`src/rtl/alu_sequencer_pkg.sv`:
```
// Shared types for the byte-serial ALU sequencer: opcodes, per-operation
// control bundle, FSM states and the opcode decoder.
package alu_sequencer_pkg;

  typedef enum logic [3:0] {
    OP_ADD = 4'd0,
    OP_ADC = 4'd1,
    OP_SUB = 4'd2,
    OP_SBB = 4'd3,
    OP_AND = 4'd4,
    OP_OR  = 4'd5,
    OP_XOR = 4'd6,
    OP_NOT = 4'd7,
    OP_INC = 4'd8,
    OP_DEC = 4'd9,
    OP_SHR = 4'd10,
    OP_SAR = 4'd11,
    OP_CMP = 4'd12,
    OP_MOV = 4'd13
  } op_e;

  // Where the carry-in of the first processed byte comes from.
  typedef enum logic [1:0] {
    CI_ZERO = 2'd0,
    CI_ONE  = 2'd1,
    CI_CFQ  = 2'd2
  } ci_sel_e;

  // How the final carry flag is formed.
  typedef enum logic [1:0] {
    CF_ARITH = 2'd0,
    CF_ZERO  = 2'd1,
    CF_SHIFT = 2'd2
  } cf_mode_e;

  typedef struct packed {
    logic     nb;
    logic     ic;
    logic     na;
    logic     xo;
    logic     no;
    logic     sr;
    logic     ss_top;
    ci_sel_e  ci_sel;
    logic     force_b0;
    logic     keep_a;
    logic     msb_first;
    cf_mode_e cf_mode;
  } ctrl_t;

  typedef enum logic [1:0] {
    ST_IDLE = 2'd0,
    ST_EXEC = 2'd1,
    ST_DONE = 2'd2
  } state_e;

  // Opcode to ALU control lines; opcodes 13-15 all behave as MOV.
  function automatic ctrl_t decode_op(input logic [3:0] op);
    ctrl_t c;
    c.nb        = 1'b0;
    c.ic        = 1'b0;
    c.na        = 1'b0;
    c.xo        = 1'b0;
    c.no        = 1'b0;
    c.sr        = 1'b0;
    c.ss_top    = 1'b0;
    c.ci_sel    = CI_ZERO;
    c.force_b0  = 1'b0;
    c.keep_a    = 1'b0;
    c.msb_first = 1'b0;
    c.cf_mode   = CF_ARITH;
    case (op)
      OP_ADD: c.ci_sel = CI_ZERO;
      OP_ADC: c.ci_sel = CI_CFQ;
      OP_SUB: begin
        c.nb     = 1'b1;
        c.ci_sel = CI_ONE;
      end
      OP_SBB: begin
        c.nb     = 1'b1;
        c.ci_sel = CI_CFQ;
      end
      OP_AND: begin
        c.na      = 1'b1;
        c.nb      = 1'b1;
        c.xo      = 1'b1;
        c.no      = 1'b1;
        c.ic      = 1'b1;
        c.cf_mode = CF_ZERO;
      end
      OP_OR: begin
        c.xo      = 1'b1;
        c.ic      = 1'b1;
        c.cf_mode = CF_ZERO;
      end
      OP_XOR: begin
        c.ic      = 1'b1;
        c.cf_mode = CF_ZERO;
      end
      OP_NOT: begin
        c.force_b0 = 1'b1;
        c.na       = 1'b1;
        c.ic       = 1'b1;
        c.cf_mode  = CF_ZERO;
      end
      OP_INC: begin
        c.force_b0 = 1'b1;
        c.ci_sel   = CI_ONE;
      end
      OP_DEC: begin
        c.force_b0 = 1'b1;
        c.nb       = 1'b1;
        c.ci_sel   = CI_ZERO;
      end
      OP_SHR: begin
        c.force_b0  = 1'b1;
        c.sr        = 1'b1;
        c.ic        = 1'b1;
        c.msb_first = 1'b1;
        c.cf_mode   = CF_SHIFT;
      end
      OP_SAR: begin
        c.force_b0  = 1'b1;
        c.sr        = 1'b1;
        c.ic        = 1'b1;
        c.ss_top    = 1'b1;
        c.msb_first = 1'b1;
        c.cf_mode   = CF_SHIFT;
      end
      OP_CMP: begin
        c.nb     = 1'b1;
        c.ci_sel = CI_ONE;
        c.keep_a = 1'b1;
      end
      default: begin
        c.force_b0 = 1'b1;
        c.ic       = 1'b1;
        c.cf_mode  = CF_ZERO;
      end
    endcase
    return c;
  endfunction

endpackage

```
`src/rtl/alu_sequencer_alu.sv`:
```
// 8-bit combinational ALU slice: optional operand inversion, add with carry,
// OR/XOR logic (carry inhibited), one-bit right shift, optional output
// inversion. AND is built as NOT(NOT a OR NOT b).
module alu_sequencer_alu (
  input  logic [7:0] i_a,
  input  logic [7:0] i_b,
  input  logic       i_ci,
  input  logic       i_nb,
  input  logic       i_ic,
  input  logic       i_na,
  input  logic       i_xo,
  input  logic       i_no,
  input  logic       i_sr,
  input  logic       i_ss,
  output logic [7:0] o_y,
  output logic       o_co,
  output logic       o_zf
);

  logic [7:0] w_a;
  logic [7:0] w_b;
  logic [8:0] w_sum;
  logic [7:0] w_pre;
  logic       w_co_pre;

  // Byte datapath: shift has priority, then carry-inhibited logic, else add.
  always_comb begin
    w_a      = i_na ? ~i_a : i_a;
    w_b      = i_nb ? ~i_b : i_b;
    w_sum    = {1'b0, w_a} + {1'b0, w_b} + {8'h00, i_ci};
    w_pre    = 8'h00;
    w_co_pre = 1'b0;
    if (i_sr) begin
      w_pre    = {i_ss & i_a[7], i_a[7:1]};
      w_co_pre = i_a[0];
    end else if (i_ic) begin
      w_pre    = i_xo ? (w_a | w_b) : (w_a ^ w_b);
      w_co_pre = 1'b0;
    end else begin
      w_pre    = w_sum[7:0];
      w_co_pre = w_sum[8];
    end
    o_y  = i_no ? ~w_pre : w_pre;
    o_co = w_co_pre;
    o_zf = (o_y == 8'h00);
  end

endmodule

```
`src/rtl/alu_sequencer.sv`:
```
// Byte-serial multi-precision ALU sequencer. One operation at a time is
// accepted in IDLE, walked one byte per cycle through a single 8-bit ALU
// slice in EXEC, and presented with flags in DONE until consumed.
module alu_sequencer
  import alu_sequencer_pkg::*;
#(
  parameter int NBYTES = 4
) (
  input  logic                clk,
  input  logic                rst_n,
  input  logic                req_valid,
  output logic                req_ready,
  input  logic [3:0]          req_op,
  input  logic [8*NBYTES-1:0] req_a,
  input  logic [8*NBYTES-1:0] req_b,
  output logic                rsp_valid,
  input  logic                rsp_ready,
  output logic [8*NBYTES-1:0] rsp_result,
  output logic                rsp_cf,
  output logic                rsp_sf,
  output logic                rsp_zf
);

  localparam int         W        = 8 * NBYTES;
  localparam logic [3:0] LAST_IDX = 4'(NBYTES - 1);

  state_e         r_state;
  state_e         w_state_next;
  ctrl_t          r_ctrl;
  ctrl_t          w_ctrl_req;
  logic [W-1:0]   r_a;
  logic [W-1:0]   r_b;
  logic [W-1:0]   r_res;
  logic [3:0]     r_idx;
  logic           r_carry;
  logic           r_zf_acc;
  logic           r_sf_acc;
  logic           r_cf_q;
  logic           r_req_ready;
  logic           r_rsp_valid;
  logic [W-1:0]   r_rsp_result;
  logic           r_rsp_cf;
  logic           r_rsp_sf;
  logic           r_rsp_zf;

  logic           w_accept;
  logic [7:0]     w_a_byte;
  logic [7:0]     w_b_byte;
  logic           w_a_above_lsb;
  logic           w_is_top;
  logic           w_is_bottom;
  logic           w_is_first;
  logic           w_is_last;
  logic           w_alu_ci;
  logic           w_alu_ss;
  logic [7:0]     w_alu_y;
  logic           w_alu_co;
  logic           w_alu_zf;
  logic           w_override;
  logic [7:0]     w_byte_out;
  logic           w_byte_zf;
  logic [W-1:0]   w_res_next;
  logic           w_zf_final;
  logic           w_sf_final;
  logic           w_cf_final;

  assign w_accept   = req_valid && r_req_ready;
  assign w_ctrl_req = decode_op(req_op);

  assign req_ready  = r_req_ready;
  assign rsp_valid  = r_rsp_valid;
  assign rsp_result = r_rsp_result;
  assign rsp_cf     = r_rsp_cf;
  assign rsp_sf     = r_rsp_sf;
  assign rsp_zf     = r_rsp_zf;

  // FSM state register.
  always_ff @(posedge clk or negedge rst_n) begin
    if (!rst_n) begin
      r_state <= ST_IDLE;
    end else begin
      r_state <= w_state_next;
    end
  end

  // FSM next-state: accept in IDLE, leave EXEC after the last byte, leave
  // DONE on the response handshake.
  always_comb begin
    w_state_next = r_state;
    case (r_state)
      ST_IDLE: begin
        if (w_accept) begin
          w_state_next = ST_EXEC;
        end else begin
          w_state_next = ST_IDLE;
        end
      end
      ST_EXEC: begin
        if (w_is_last) begin
          w_state_next = ST_DONE;
        end else begin
          w_state_next = ST_EXEC;
        end
      end
      ST_DONE: begin
        if (rsp_ready) begin
          w_state_next = ST_IDLE;
        end else begin
          w_state_next = ST_DONE;
        end
      end
      default: w_state_next = ST_IDLE;
    endcase
  end

  // Handshake outputs registered from the next state so they track it exactly.
  always_ff @(posedge clk or negedge rst_n) begin
    if (!rst_n) begin
      r_req_ready <= 1'b1;
      r_rsp_valid <= 1'b0;
    end else begin
      r_req_ready <= (w_state_next == ST_IDLE);
      r_rsp_valid <= (w_state_next == ST_DONE);
    end
  end

  // Select the operand bytes at the current index, plus bit 0 of the A byte
  // above it (the bit a right shift moves into this byte's MSB).
  always_comb begin
    w_a_byte      = 8'h00;
    w_b_byte      = 8'h00;
    w_a_above_lsb = 1'b0;
    for (int i = 0; i < NBYTES; i++) begin
      w_a_byte = w_a_byte | ((r_idx == 4'(i)) ? r_a[i*8 +: 8] : 8'h00);
      w_b_byte = w_b_byte | ((r_idx == 4'(i)) ? r_b[i*8 +: 8] : 8'h00);
    end
    for (int i = 0; i < NBYTES - 1; i++) begin
      w_a_above_lsb = w_a_above_lsb | ((r_idx == 4'(i)) & r_a[(i+1)*8]);
    end
    if (r_ctrl.force_b0) begin
      w_b_byte = 8'h00;
    end else begin
      w_b_byte = w_b_byte;
    end
  end

  // Byte position and carry-in: the op-specific carry feeds only the first
  // processed byte, later bytes chain the carry of the previous byte.
  always_comb begin
    w_is_top    = (r_idx == LAST_IDX);
    w_is_bottom = (r_idx == 4'd0);
    w_is_first  = r_ctrl.msb_first ? w_is_top : w_is_bottom;
    w_is_last   = r_ctrl.msb_first ? w_is_bottom : w_is_top;
    w_alu_ss    = r_ctrl.ss_top & w_is_top;
    w_alu_ci    = r_carry;
    if (w_is_first) begin
      case (r_ctrl.ci_sel)
        CI_ZERO: w_alu_ci = 1'b0;
        CI_ONE:  w_alu_ci = 1'b1;
        CI_CFQ:  w_alu_ci = r_cf_q;
        default: w_alu_ci = 1'b0;
      endcase
    end else begin
      w_alu_ci = r_carry;
    end
  end

  alu_sequencer_alu u_alu (
    .i_a  (w_a_byte),
    .i_b  (w_b_byte),
    .i_ci (w_alu_ci),
    .i_nb (r_ctrl.nb),
    .i_ic (r_ctrl.ic),
    .i_na (r_ctrl.na),
    .i_xo (r_ctrl.xo),
    .i_no (r_ctrl.no),
    .i_sr (r_ctrl.sr),
    .i_ss (w_alu_ss),
    .o_y  (w_alu_y),
    .o_co (w_alu_co),
    .o_zf (w_alu_zf)
  );

  // Post-ALU byte: shifts below the top byte take their MSB from the byte
  // above; merge the byte into the running result and fold the flags.
  always_comb begin
    w_override = r_ctrl.sr & ~w_is_top;
    w_byte_out = w_override ? {w_a_above_lsb, w_alu_y[6:0]} : w_alu_y;
    w_byte_zf  = w_override ? (w_byte_out == 8'h00) : w_alu_zf;
    w_res_next = r_res;
    for (int i = 0; i < NBYTES; i++) begin
      w_res_next[i*8 +: 8] = (r_idx == 4'(i)) ? w_byte_out : r_res[i*8 +: 8];
    end
    w_zf_final = w_is_first ? w_byte_zf : (r_zf_acc & w_byte_zf);
    w_sf_final = w_is_top ? w_byte_out[7] : r_sf_acc;
    w_cf_final = (r_ctrl.cf_mode == CF_ZERO) ? 1'b0 : w_alu_co;
  end

  // Operand capture on accept, byte walk during EXEC, and response/flag
  // update on the last byte so the outputs stay stable through DONE.
  always_ff @(posedge clk or negedge rst_n) begin
    if (!rst_n) begin
      r_ctrl       <= {$bits(ctrl_t){1'b0}};
      r_a          <= {W{1'b0}};
      r_b          <= {W{1'b0}};
      r_res        <= {W{1'b0}};
      r_idx        <= 4'd0;
      r_carry      <= 1'b0;
      r_zf_acc     <= 1'b0;
      r_sf_acc     <= 1'b0;
      r_cf_q       <= 1'b0;
      r_rsp_result <= {W{1'b0}};
      r_rsp_cf     <= 1'b0;
      r_rsp_sf     <= 1'b0;
      r_rsp_zf     <= 1'b0;
    end else if (w_accept) begin
      r_ctrl  <= w_ctrl_req;
      r_a     <= req_a;
      r_b     <= req_b;
      r_res   <= {W{1'b0}};
      r_idx   <= w_ctrl_req.msb_first ? LAST_IDX : 4'd0;
      r_carry <= 1'b0;
    end else if (r_state == ST_EXEC) begin
      r_res    <= w_res_next;
      r_carry  <= w_alu_co;
      r_zf_acc <= w_zf_final;
      r_sf_acc <= w_sf_final;
      r_idx    <= r_ctrl.msb_first ? (r_idx - 4'd1) : (r_idx + 4'd1);
      if (w_is_last) begin
        r_rsp_result <= r_ctrl.keep_a ? r_a : w_res_next;
        r_rsp_cf     <= w_cf_final;
        r_rsp_sf     <= w_sf_final;
        r_rsp_zf     <= w_zf_final;
        r_cf_q       <= w_cf_final;
      end
    end
  end

endmodule

```
`config.mk`:
```
export PLATFORM = sky130hd
export DESIGN_NAME = alu_sequencer
export DESIGN_NICKNAME = d
export VERILOG_FILES = /design/src/rtl/alu_sequencer_pkg.sv /design/src/rtl/alu_sequencer_alu.sv /design/src/rtl/alu_sequencer.sv
export SDC_FILE = /design/constraint.sdc
export NUM_CORES = 1
export LEC_CHECK = 0
export ABC_AREA = 0
export CAP_MARGIN = 20
export CORE_MARGIN = 2
export CORE_UTILIZATION = 45
export CTS_BUF_LIST = sky130_fd_sc_hd__clkbuf_8
export CTS_CLUSTER_SIZE = 25
export DETAILED_ROUTE_END_ITERATION = 12
export GPL_TIMING_DRIVEN = 0
export PLACE_DENSITY_LB_ADDON = 0.08
export REMOVE_ABC_BUFFERS = 1
export SETUP_SLACK_MARGIN = 0.15
export SLEW_MARGIN = 10
export SYNTH_ARGS = -nofsm -noshare
export SYNTH_HDL_FRONTEND = slang
export SYNTH_SLANG_ARGS = --single-unit
```
`constraint.sdc`:
```
create_clock -name clk -period 5.15 [get_ports clk]
set_input_delay 0.515 -clock clk [delete_from_list [all_inputs] [get_ports clk]]
set_output_delay 0.515 -clock clk [all_outputs]
set_load 0.02 [all_outputs]
```
# Word level (Yosys, flattened, before mapping)
# Cells that the tools add are included.
# op_classes
bitwise_logic,22
n_mux,54
add_sub_neg,4
eq_ne,21
reduce_logical,18
# ops
op,count
two-way mux 8 bit,20
two-way mux 32 bit,3
bitwise OR 8 bit,7
NOT 8 bit,3
two-way mux 1 bit,21
equality test 4 bit (second input constant),5
equality test 4 x 2 -> 1 bit (second input constant),4
equality test 4 x 3 -> 1 bit (second input constant),4
logical NOT 8 bit,2
two-way mux 4 bit,3
adder 8 x 8 -> 9 bit,1
adder 9 x 1 -> 9 bit,1
equality test 4 x 1 -> 1 bit (second input constant),2
logical NOT 4 bit,2
case mux 2 bit (2 select lines),2
OR reduction 2 bit,4
OR reduction 8 bit,1
XOR 8 bit,1
bitwise AND 1 bit,7
OR reduction 7 bit,1
equality test 2 x 1 -> 1 bit (second input constant),3
equality test 2 bit (second input constant),3
two-way mux 2 bit,3
case mux 2 bit (3 select lines),1
12 further kinds,15
# totals
regBits,155
elab_cells,144
output_inout_bits,37
inputBits,72

# Logic depth before layout (Yosys ltp)
# Gate-level depths: netlist of the first run.
# logic_depth
ltp_word,19
mapped_depth,20
depth_no_buf,17

# By module
# Synthesis of the first run repeated with hierarchy kept, for this count alone.
# hier_totals
cells_unflattened,983
area_unflattened_um2,8640.8
# by_module_without_submodules
mod,area_per_inst_um2,seq_area_each_um2,n_inst,cells_per_inst
alu_sequencer,7462.2,3880.0,1,820
alu_sequencer_alu,1178.6,0.0,1,163

# Worst setup path before layout of the first run
# No wires, ideal clock.
# synth_timing
path_kind,register to register
start,register r_idx[0]
end,register r_rsp_result[12] (netlist: rsp_result[12])
setup_ns,0.130
stages_incl_launch_ff,21
path_slack_ns,0.866
t_required_ns,5.020
arrival_time_ns,4.155
period_less_slack_ns,4.284
cell_sequence,dfrtp_1 inv_1 ha_1 clkbuf_1 and2_1 clkbuf_1 buf_2 a22oi_1 a21o_1 xnor2_1 fa_1 inv_1 fa_1 nand2b_1 and2b_1 a211o_1 o31a_1 and2_1 clkbuf_1 a211oi_1 o21ai_0
# synth_via
elab_chain_len,17
word_cells_on_any_way,39
classes_between,add/sub (2); eq/ne (3); mux (21); bitwise (11); reduce/logical (2)
# synth_rtl
item,line,source
from (decl),alu_sequencer.sv:34,logic [3:0] r_idx;
from (signal assigned),alu_sequencer.sv:221,r_idx <= w_ctrl_req.msb_first ? LAST_IDX : 4'd0;
from (signal assigned),alu_sequencer.sv:228,r_idx <= r_ctrl.msb_first ? (r_idx - 4'd1) : (r_idx + 4'd1);
equality test 4 x 1 -> 1 bit or logical NOT 4 bit (tied branches),n/a,
two-way mux 8 bit,alu_sequencer.sv:135,w_b_byte = w_b_byte | ((r_idx == 4'(i)) ? r_b[i*8 +: 8] : 8'h00);
bitwise OR 8 bit (3 in series),alu_sequencer.sv:135,
two-way mux 8 bit,alu_sequencer.sv:140,if (r_ctrl.force_b0) begin
NOT 8 bit,alu_sequencer_alu.sv:29,w_b = i_nb ? ~i_b : i_b;
two-way mux 8 bit,alu_sequencer_alu.sv:29,
"adder 8 x 8 -> 9 bit, or another cell as far along",alu_sequencer_alu.sv:30,"w_sum = {1'b0, w_a} + {1'b0, w_b} + {8'h00, i_ci};"
adder 9 x 1 -> 9 bit or two-way mux 8 bit (tied branches),"alu_sequencer_alu.sv:30, alu_sequencer_alu.sv:37",
two-way mux 8 bit,alu_sequencer_alu.sv:36,end else if (i_ic) begin
two-way mux 8 bit,alu_sequencer_alu.sv:33,if (i_sr) begin
NOT 8 bit,alu_sequencer_alu.sv:43,o_y = i_no ? ~w_pre : w_pre;
two-way mux 8 bit,alu_sequencer_alu.sv:43,
two-way mux 8 bit,alu_sequencer.sv:188,"w_byte_out = w_override ? {w_a_above_lsb, w_alu_y[6:0]} : w_alu_y;"
two-way mux 8 bit,alu_sequencer.sv:192,w_res_next[i*8 +: 8] = (r_idx == 4'(i)) ? w_byte_out : r_res[i*8 +: 8];
two-way mux 32 bit,alu_sequencer.sv:230,r_rsp_result <= r_ctrl.keep_a ? r_a : w_res_next;
to (signal assigned),alu_sequencer.sv:212,r_rsp_result <= {W{1'b0}};
to (signal assigned),alu_sequencer.sv:230,
to (decl),alu_sequencer.sv:41,logic [W-1:0] r_rsp_result;
# Several ways; a longest one is shown, not always the timed one.
# A chain may end at the register's enable or synchronous reset.

# Worst setup path after layout of the first run
# layout_timing
start,register r_idx[0]
end,register r_rsp_zf (netlist: rsp_zf)
# layout_via
elab_chain_len,19
word_cells_on_any_way,51
classes_between,add/sub (2); eq/ne (3); mux (21); bitwise (21); reduce/logical (4)
# layout_rtl
item,line,source
equality test 4 x 1 -> 1 bit or logical NOT 4 bit (tied branches),"alu_sequencer.sv:134, alu_sequencer.sv:135, alu_sequencer.sv:138",
two-way mux 8 bit,alu_sequencer.sv:135,
bitwise OR 8 bit (3 in series),alu_sequencer.sv:135,
two-way mux 8 bit,alu_sequencer.sv:140,
NOT 8 bit,alu_sequencer_alu.sv:29,
two-way mux 8 bit,alu_sequencer_alu.sv:29,
"adder 8 x 8 -> 9 bit, or another cell as far along",alu_sequencer_alu.sv:30,
adder 9 x 1 -> 9 bit or two-way mux 8 bit (tied branches),"alu_sequencer_alu.sv:30, alu_sequencer_alu.sv:37",
two-way mux 8 bit,alu_sequencer_alu.sv:36,
two-way mux 8 bit,alu_sequencer_alu.sv:33,
NOT 8 bit,alu_sequencer_alu.sv:43,
two-way mux 8 bit,alu_sequencer_alu.sv:43,
two-way mux 8 bit,alu_sequencer.sv:188,
logical NOT 8 bit,alu_sequencer.sv:189,w_byte_zf = w_override ? (w_byte_out == 8'h00) : w_alu_zf;
two-way mux 1 bit,alu_sequencer.sv:189,
bitwise AND 1 bit,alu_sequencer.sv:194,w_zf_final = w_is_first ? w_byte_zf : (r_zf_acc & w_byte_zf);
two-way mux 1 bit,alu_sequencer.sv:194,
to (signal assigned),alu_sequencer.sv:233,r_rsp_zf <= w_zf_final;
to (decl),alu_sequencer.sv:44,logic r_rsp_zf;
# Several ways; a longest one is shown, not always the timed one.

==> summary.md, run 1 <==
| Metric | Value |
|---|---|
| Status | `finished, final reports clean` |
| Ys flop type | `dfrtp_1` |
| Initial antenna violation count | `0` |
| PwrDens | `786 nW/um^2` |
| CP max FO | `13` |
| Synth Instances | `966` |
| Rows | `49` |
| Avg Synthesized Cell Area | `8.71 um^2` |
| Post-synthesis sequential area ratio | `45.8%` |
| Synth top area cells | `dfrtp_1, nand2_1, nor2_1` |
| Post-detail-place hpwl | `14,900 um` |
| Sink Count | `154` |
| Tightest Pin Transition | `1.08 ns` |
| Slew Limit Fails | `0` |
| Fmax | `212 MHz` |
| I/O pin cnt | `109` |
| Final min period | `4.72 ns` |
| Die Wd | `141 um` |
| GRT Overall Usage | `23.0%` |
| Most numerous cell in the Yosys netlist | `nand2_1` |
| Diode count | `0` |
| Multi-input gate area | `4250 um^2` |
| Hold Crit Class | `reg2reg` |
| FILL cells | `1,706` |
| Layout Nets | `1,137` |
| Critical path capture point type | `flip-flop` |
| Clock tree buffer depth | `2` |
| Dpl ws | `-0.0839 ns` |
| Worst vdd ir | `0.341 mV` |
| Setup-failing EPs final | `0` |
| Leakage | `0.00454 uW` |
| Post-DRT Antenna Nets | `0` |
| Synth area leader | `dfrtp_1` |
| Synth cell count leaders | `nand2_1, dfrtp_1, nor2_1, o21ai_0, clkbuf_1` |
| Worst rel slew slack | `27.6%` |
| Critical path class | `reg2reg` |
| GRT overflow | `0` |
| Sequential Area | `3860 um^2` |
| Worst EP arrival | `5.08 ns` |
| H-tree depth | `4` |
| Root Buffer | `clkbuf_8` |
| Clk_lat worst skew | `0.46 ns` |
| Core area | `18,100 um^2` |
| Total Wirelength | `21,700 um` |
| Final Skew | `0.0129 ns` |
| Routed len/inst | `16.9 um` |
| Port Buffers | `108` |
| 1st-iter DRT viols | `485` |
| Synth cell types | `74` |
| Syn. warnings | `0` |
| Setup TNS Final | `0 ns` |
| Drc violations | `0` |
| Initial Util | `46.3%` |
| Final Hold Violating Endpoints | `0` |
| Total CTS buffers | `17` |
| Die Area | `19,800 um^2` |
| Share of layout cells above drive strength 1 | `8.46%` |
| CTS tree | `done` |
| Cell Count, Final, Fillers Out | `1,281` |
| Placed cell count | `1,245` |
| Die height | `141 um` |
| Yosys reg bits | `154` |
| Tcrit/Tclk final | `91.7%` |
| Final WS setup | `0.428 ns` |
| MaxCap Viol Count | `0` |
| Vias in the first global route | `6,738` |
| Placer Congestion | `0.839` |
| CP Data Required Time | `5.50 ns` |
| Final Core Density | `56.2%` |
| Mapped Area | `8410 um^2` |
| Total number of vias | `6,943` |
| Crit start category | `flip-flop` |
| Post-synth EDFFs | `0` |
| Area Growth Syn to Fin | `21.3%` |
| Yosys top cell area share | `45.5%` |
| Tot Pwr | `8030 uW` |
| Clock slew at reported path FFs | `0.08 ns` |
| Largest net degree at the start of global routing | `101` |
| Share of synthesized registers carrying an async set or reset | `100%` |
| Unrepaired setup endpoints after global routing | `no` |
| First-pass GRT wire length | `35,900 um` |
| Via density per instance | `5.42` |
| Initial DRT Pass Iterations | `5` |
cell families (layout without fill, tap and decap cells):
group,after synthesis,after routing,synth area share [%]
adders and majority gates,24,24,3.75
DFF,154,154,45.8
AOI/OAI and AO/OA,248,248,20.4
xor gates and xnor gates,25,25,2.69
muxes,25,25,3.11
and+or+nand+nor,394,394,19.7
buffers and inverters,96,182,4.51
per-layer routing:
metal / share of wire (%) / routed length, um / global-route usage [%]
met2: 47 / 10200 / 36.8
met1: 48 / 10300 / 32.1
met4: 0.90 / 196 / 5.37
met5: 0 / 0 / 0
met3: 4.4 / 949 / 4.99
through the flow:
| stage | area [um^2] | hold slack [ns] |
|---|---|---|
| 6_report | 10200 | 0.479 |
| 5_1_grt | 10200 | 0.501 |
| 4_1_cts | 10200 | 0.478 |
| 3_5_place_dp | 9760 | 0.460 |
| 3_3_place_gp | 9500 | 0.452 |
| 2_1_floorplan | 8130 | 0.219 |
worst max-delay path: stages (launching register included):
cell	delay (ns)
dfrtp_1	0.45
inv_1	0.11
ha_1	0.40
and2_2	0.48
buf_8	0.23
a221oi_2	0.09
xnor2_1	0.33
fa_1	0.33
inv_1	0.07
fa_1	0.42
nand2b_1	0.19
and2b_1	0.19
a211o_1	0.31
o31a_1	0.31
a221oi_1	0.29
nand4_1	0.16
o31ai_1	0.24
layout by cell type (no fill, tap or decap), types with 4 or more instances in the layout:
| master | count |
|---|---|
| mux2_2 | 9 |
| and2_1 | 7 |
| nor3_1 | 7 |
| o211ai_1 | 8 |
| nand2_1 | 255 |
| inv_1 | 29 |
| ha_1 | 21 |
| buf_8 | 4 |
| clkdlybuf4s50_1 | 107 |
| a31oi_1 | 4 |
| a211o_1 | 7 |
| o21a_1 | 8 |
| or3_1 | 4 |
| a21o_1 | 13 |
| nand3_1 | 6 |
| xor2_1 | 10 |
| a22o_1 | 5 |
| xnor2_1 | 13 |
| nand2b_1 | 8 |
| a211oi_1 | 31 |
| a21oi_1 | 47 |
| o31ai_1 | 8 |
| nor2b_1 | 4 |
| mux2i_1 | 16 |
| nor2_1 | 73 |
| o21ai_0 | 55 |
| clkbuf_8 | 20 |
| a22oi_1 | 24 |
| buf_4 | 5 |
| buf_16 | 4 |
| dfrtp_1 | 152 |
final timing paths:
kind	cells after the start	slack, ns	start	end
worst min register to register	2	0.48	r_ctrl[7]	r_ctrl[7]
worst max-delay path	16	0.43	r_idx[0]	rsp_zf
worst max register to register	16	0.43	r_idx[0]	rsp_zf
worst min-delay path	2	0.48	r_ctrl[7]	r_ctrl[7]
min in group asynchronous	2	0.56	rst_n	rsp_valid
max in group asynchronous	3	3.70	rst_n	r_ctrl[3]
power breakdown:
group          internal, uW  switching (uW)  total (uW)
Combinational          2030            2920        4950
Sequential             1750             472        2220
Clock                   407             444         852
Total                  4190            3840        8030
state kept, by name, summed over array words and instances, names as in the netlist:
signal / flops
rsp_cf: 1
rsp_result: 32
r_a: 32
r_idx: 4
r_sf_acc: 1
rsp_zf: 1
r_carry: 1
req_ready: 1
rsp_valid: 1
r_res: 32
r_ctrl: 12
r_zf_acc: 1
r_state: 2
r_b: 32
rsp_sf: 1
final cells by class:
class / instances / area share, %
Clock buffer: 20 / 2.70
Clock inverter: 10 / 0.785
Inverter: 27 / 0.993
Multi-Input combinational cell: 716 / 41.6
Sequential cell: 154 / 37.8
Tap cell: 229 / 2.81
Timing Repair Buffer: 125 / 13.3
repair_timing:
action	CTS	global route
endpoints found under the setup margin	12	30
buffers inserted	4	0
hold buffers	1	0
resized for setup	3	7
endpoints found under the hold margin	53	0
pin swaps	0	0
No activity file was read; power rests on OpenSTA's default activity.
==> run 2, diff against run 1 <==
--- a/config.mk
+++ b/config.mk
@@ -7,7 +7,7 @@
 export LEC_CHECK = 0
 export ABC_AREA = 0
 export CAP_MARGIN = 20
-export CORE_MARGIN = 2
+export CORE_MARGIN = 10
 export CORE_UTILIZATION = 45
 export CTS_BUF_LIST = sky130_fd_sc_hd__clkbuf_8
 export CTS_CLUSTER_SIZE = 25
==> run 2 against run 1 <==
  * Cell area is 0.61% higher
  * Critical path depth is 1 higher
  * Via count is 0.91% higher
  * Sequential power hardly changed
  * Sequential cell count stayed put
  * Final cell count is 0.16% higher
  * Critical path type unchanged
==> summary.md, run 2 (synthesis results as in run 1) <==
| Metric | Value |
|---|---|
| Tcrit/Tclk final | `91.3%` |
| CTS tree | `done` |
| Setup TNS Final | `0 ns` |
| Hold slack | `0.481 ns` |
| Post-detailed-placement cell area | `9730 um^2` |
| Tightest Pin Transition | `1.08 ns` |
| Hold Crit Class | `reg2reg` |
| Final Skew | `0.0144 ns` |
| Sequential Area | `3860 um^2` |
| Initial DRT Pass Iterations | `5` |
| Min-delay src | `r_b[16]` |
| GRT overflow | `0` |
| CP Data Required Time | `5.51 ns` |
| Initial Util | `46.3%` |
| Initial antenna violation count | `0` |
| Die Wd | `157 um` |
| Total number of vias | `7,006` |
| Share of layout cells above drive strength 1 | `8.44%` |
| H-tree depth | `4` |
| Diode count | `0` |
| Routed len/inst | `17.9 um` |
| Critical path class | `reg2reg` |
| Root Buffer | `clkbuf_8` |
| I/O pin cnt | `109` |
| Status | `finished, final reports clean` |
| Post-detail-place hpwl | `15,700 um` |
| GRT Overall Usage | `19.0%` |
| Multi-input gate area | `4250 um^2` |
| Core area | `18,100 um^2` |
| R2R Setup Slk | `0.45 ns` |
| Total CTS buffers | `17` |
| PwrDens | `801 nW/um^2` |
| Reg2reg start | `r_idx[0]` |
| Placer Congestion | `0.858` |
| Clock slew at reported path FFs | `0.08 ns` |
| MaxCap Viol Count | `0` |
| FF-to-FF End | `rsp_result[28]` |
| Worst hold stages | `2` |
| Vias in the first global route | `6,833` |
| Final min period | `4.70 ns` |
| Setup-failing EPs final | `0` |
| Worst EP arrival | `5.06 ns` |
| Largest net degree at the start of global routing | `100` |
| Post-DRT Antenna Nets | `0` |
| Final Hold Violating Endpoints | `0` |
| Crit start category | `flip-flop` |
| R2R depth | `17` |
| Die height | `157 um` |
| Total Wirelength | `22,900 um` |
| Final Instance Area | `10,300 um^2` |
| Via density per instance | `5.46` |
| Dpl ws | `-0.111 ns` |
| Sink Count | `154` |
| Tot Pwr | `8220 uW` |
| Final WS setup | `0.448 ns` |
| 1st-iter DRT viols | `429` |
| FILL cells | `1,677` |
| Drc violations | `0` |
| CP max FO | `19` |
| Most common cell after layout, fill and taps aside | `nand2_1` |
| Slew Limit Fails | `0` |
| Clock tree buffer depth | `2` |
| Clk_lat worst skew | `0.48 ns` |
| Port Buffers | `108` |
| Die Area | `24,600 um^2` |
| Critical path capture point type | `flip-flop` |
| First-pass GRT wire length | `37,300 um` |
| Worst rel slew slack | `27.6%` |
| Hold Path Sink | `r_b[16]` |
| Most frequent cells in the layout | `nand2_1, dfrtp_1, clkdlybuf4s50_1` |
| Worst vdd ir | `0.495 mV` |
| Unrepaired setup endpoints after global routing | `no` |
| Layout Nets | `1,137` |
| Area Growth Syn to Fin | `22.1%` |
| Rows | `49` |
| Leakage | `0.00457 uW` |
| Fmax | `213 MHz` |
-- run 2: cell types whose count changed in the layout (fill, tap and decap cells not counted), moves of 2 or more --
cell and change:
bufinv_16 +3, and2_2 -2, and2_4 +2, clkinv_2 -2
-- run 2: worst max-delay path by stage --
stage	endpoint	slack, ns	cells past startpoint	from
4_1_cts	r_res[28]	0.17	17	r_idx[0]
2_1_floorplan	r_res[12]	-0.04	16	r_idx[0]
3_3_place_gp	r_b[5]	-2.88	1	rst_n
5_1_grt	rsp_zf	0.20	17	r_idx[0]
3_5_place_dp	r_res[28]	-0.11	16	r_idx[0]
6_report	rsp_result[28]	0.45	17	r_idx[0]
-- run 2: critical path: stages, from the launching register on --
cell and delay [ns]:
dfrtp_1 0.45, ha_1 0.38, nor3b_4 0.22, buf_4 0.15, buf_8 0.16, a22o_1 0.24, a221oi_2 0.25, xnor2_1 0.24
fa_1 0.33, inv_1 0.08, fa_1 0.40, nand2b_1 0.19, and2b_1 0.20, a211o_1 0.31, o31a_1 0.31, and2_1 0.27
a211oi_1 0.29, o21ai_0 0.12
-- run 2: stage by stage --
| stage | utilization, % | instances |
|---|---|---|
| 3_5_place_dp | 53.6 | 1244 |
| 6_report | 56.6 | 1283 |
| 3_3_place_gp | 52.4 | 1234 |
| 5_1_grt | 56.6 | 1283 |
| 4_1_cts | 56.2 | 1280 |
| 2_1_floorplan | - | 897 |
-- run 2: report_power, final --
group	switching [uW]	total, uW	internal (uW)	leakage [uW]
Combinational	2950	4980	2030	0.00241
Clock	468	1020	549	0.000222
Sequential	471	2220	1750	0.00194
-- run 2: final cells by class --
cell class,count,area share [%]
multi-input combinational,717,41.4
sequential,154,37.6
timing repair buffer,124,13.0
tap,229,2.79
clock buffer,19,2.55
clock inverter,13,1.72
inverter,27,0.987
-- run 2: layer usage --
metal | vias up | share of wire (%) | track usage, %
met5 | - | 0 | 0
met4 | 0 | 1.5 | 6.29
met3 | 27 | 4.9 | 4.17
met2 | 162 | 47 | 29.6
met1 | 3352 | 47 | 25.7
li1 | 3465 | - | -
-- run 2: repair_timing --
item | 4_1_cts | 5_1_grt
hold endpoints to repair | 55 | 0
pin swaps | 0 | 1
hold buffers | 1 | 0
endpoints found under the setup margin | 12 | 27
cloned | 0 | 1
setup buffers | 3 | 1
gates resized for setup | 3 | 7
==> run 3, diff against run 2 <==
--- a/config.mk
+++ b/config.mk
@@ -6,6 +6,7 @@
 export NUM_CORES = 1
 export LEC_CHECK = 0
 export ABC_AREA = 0
+export ABC_CLOCK_PERIOD_IN_PS = 5150
 export CAP_MARGIN = 20
 export CORE_MARGIN = 10
 export CORE_UTILIZATION = 45
==> results of run 3 <==
The final DEF is identical to that of run 2; final timing and power are the same.
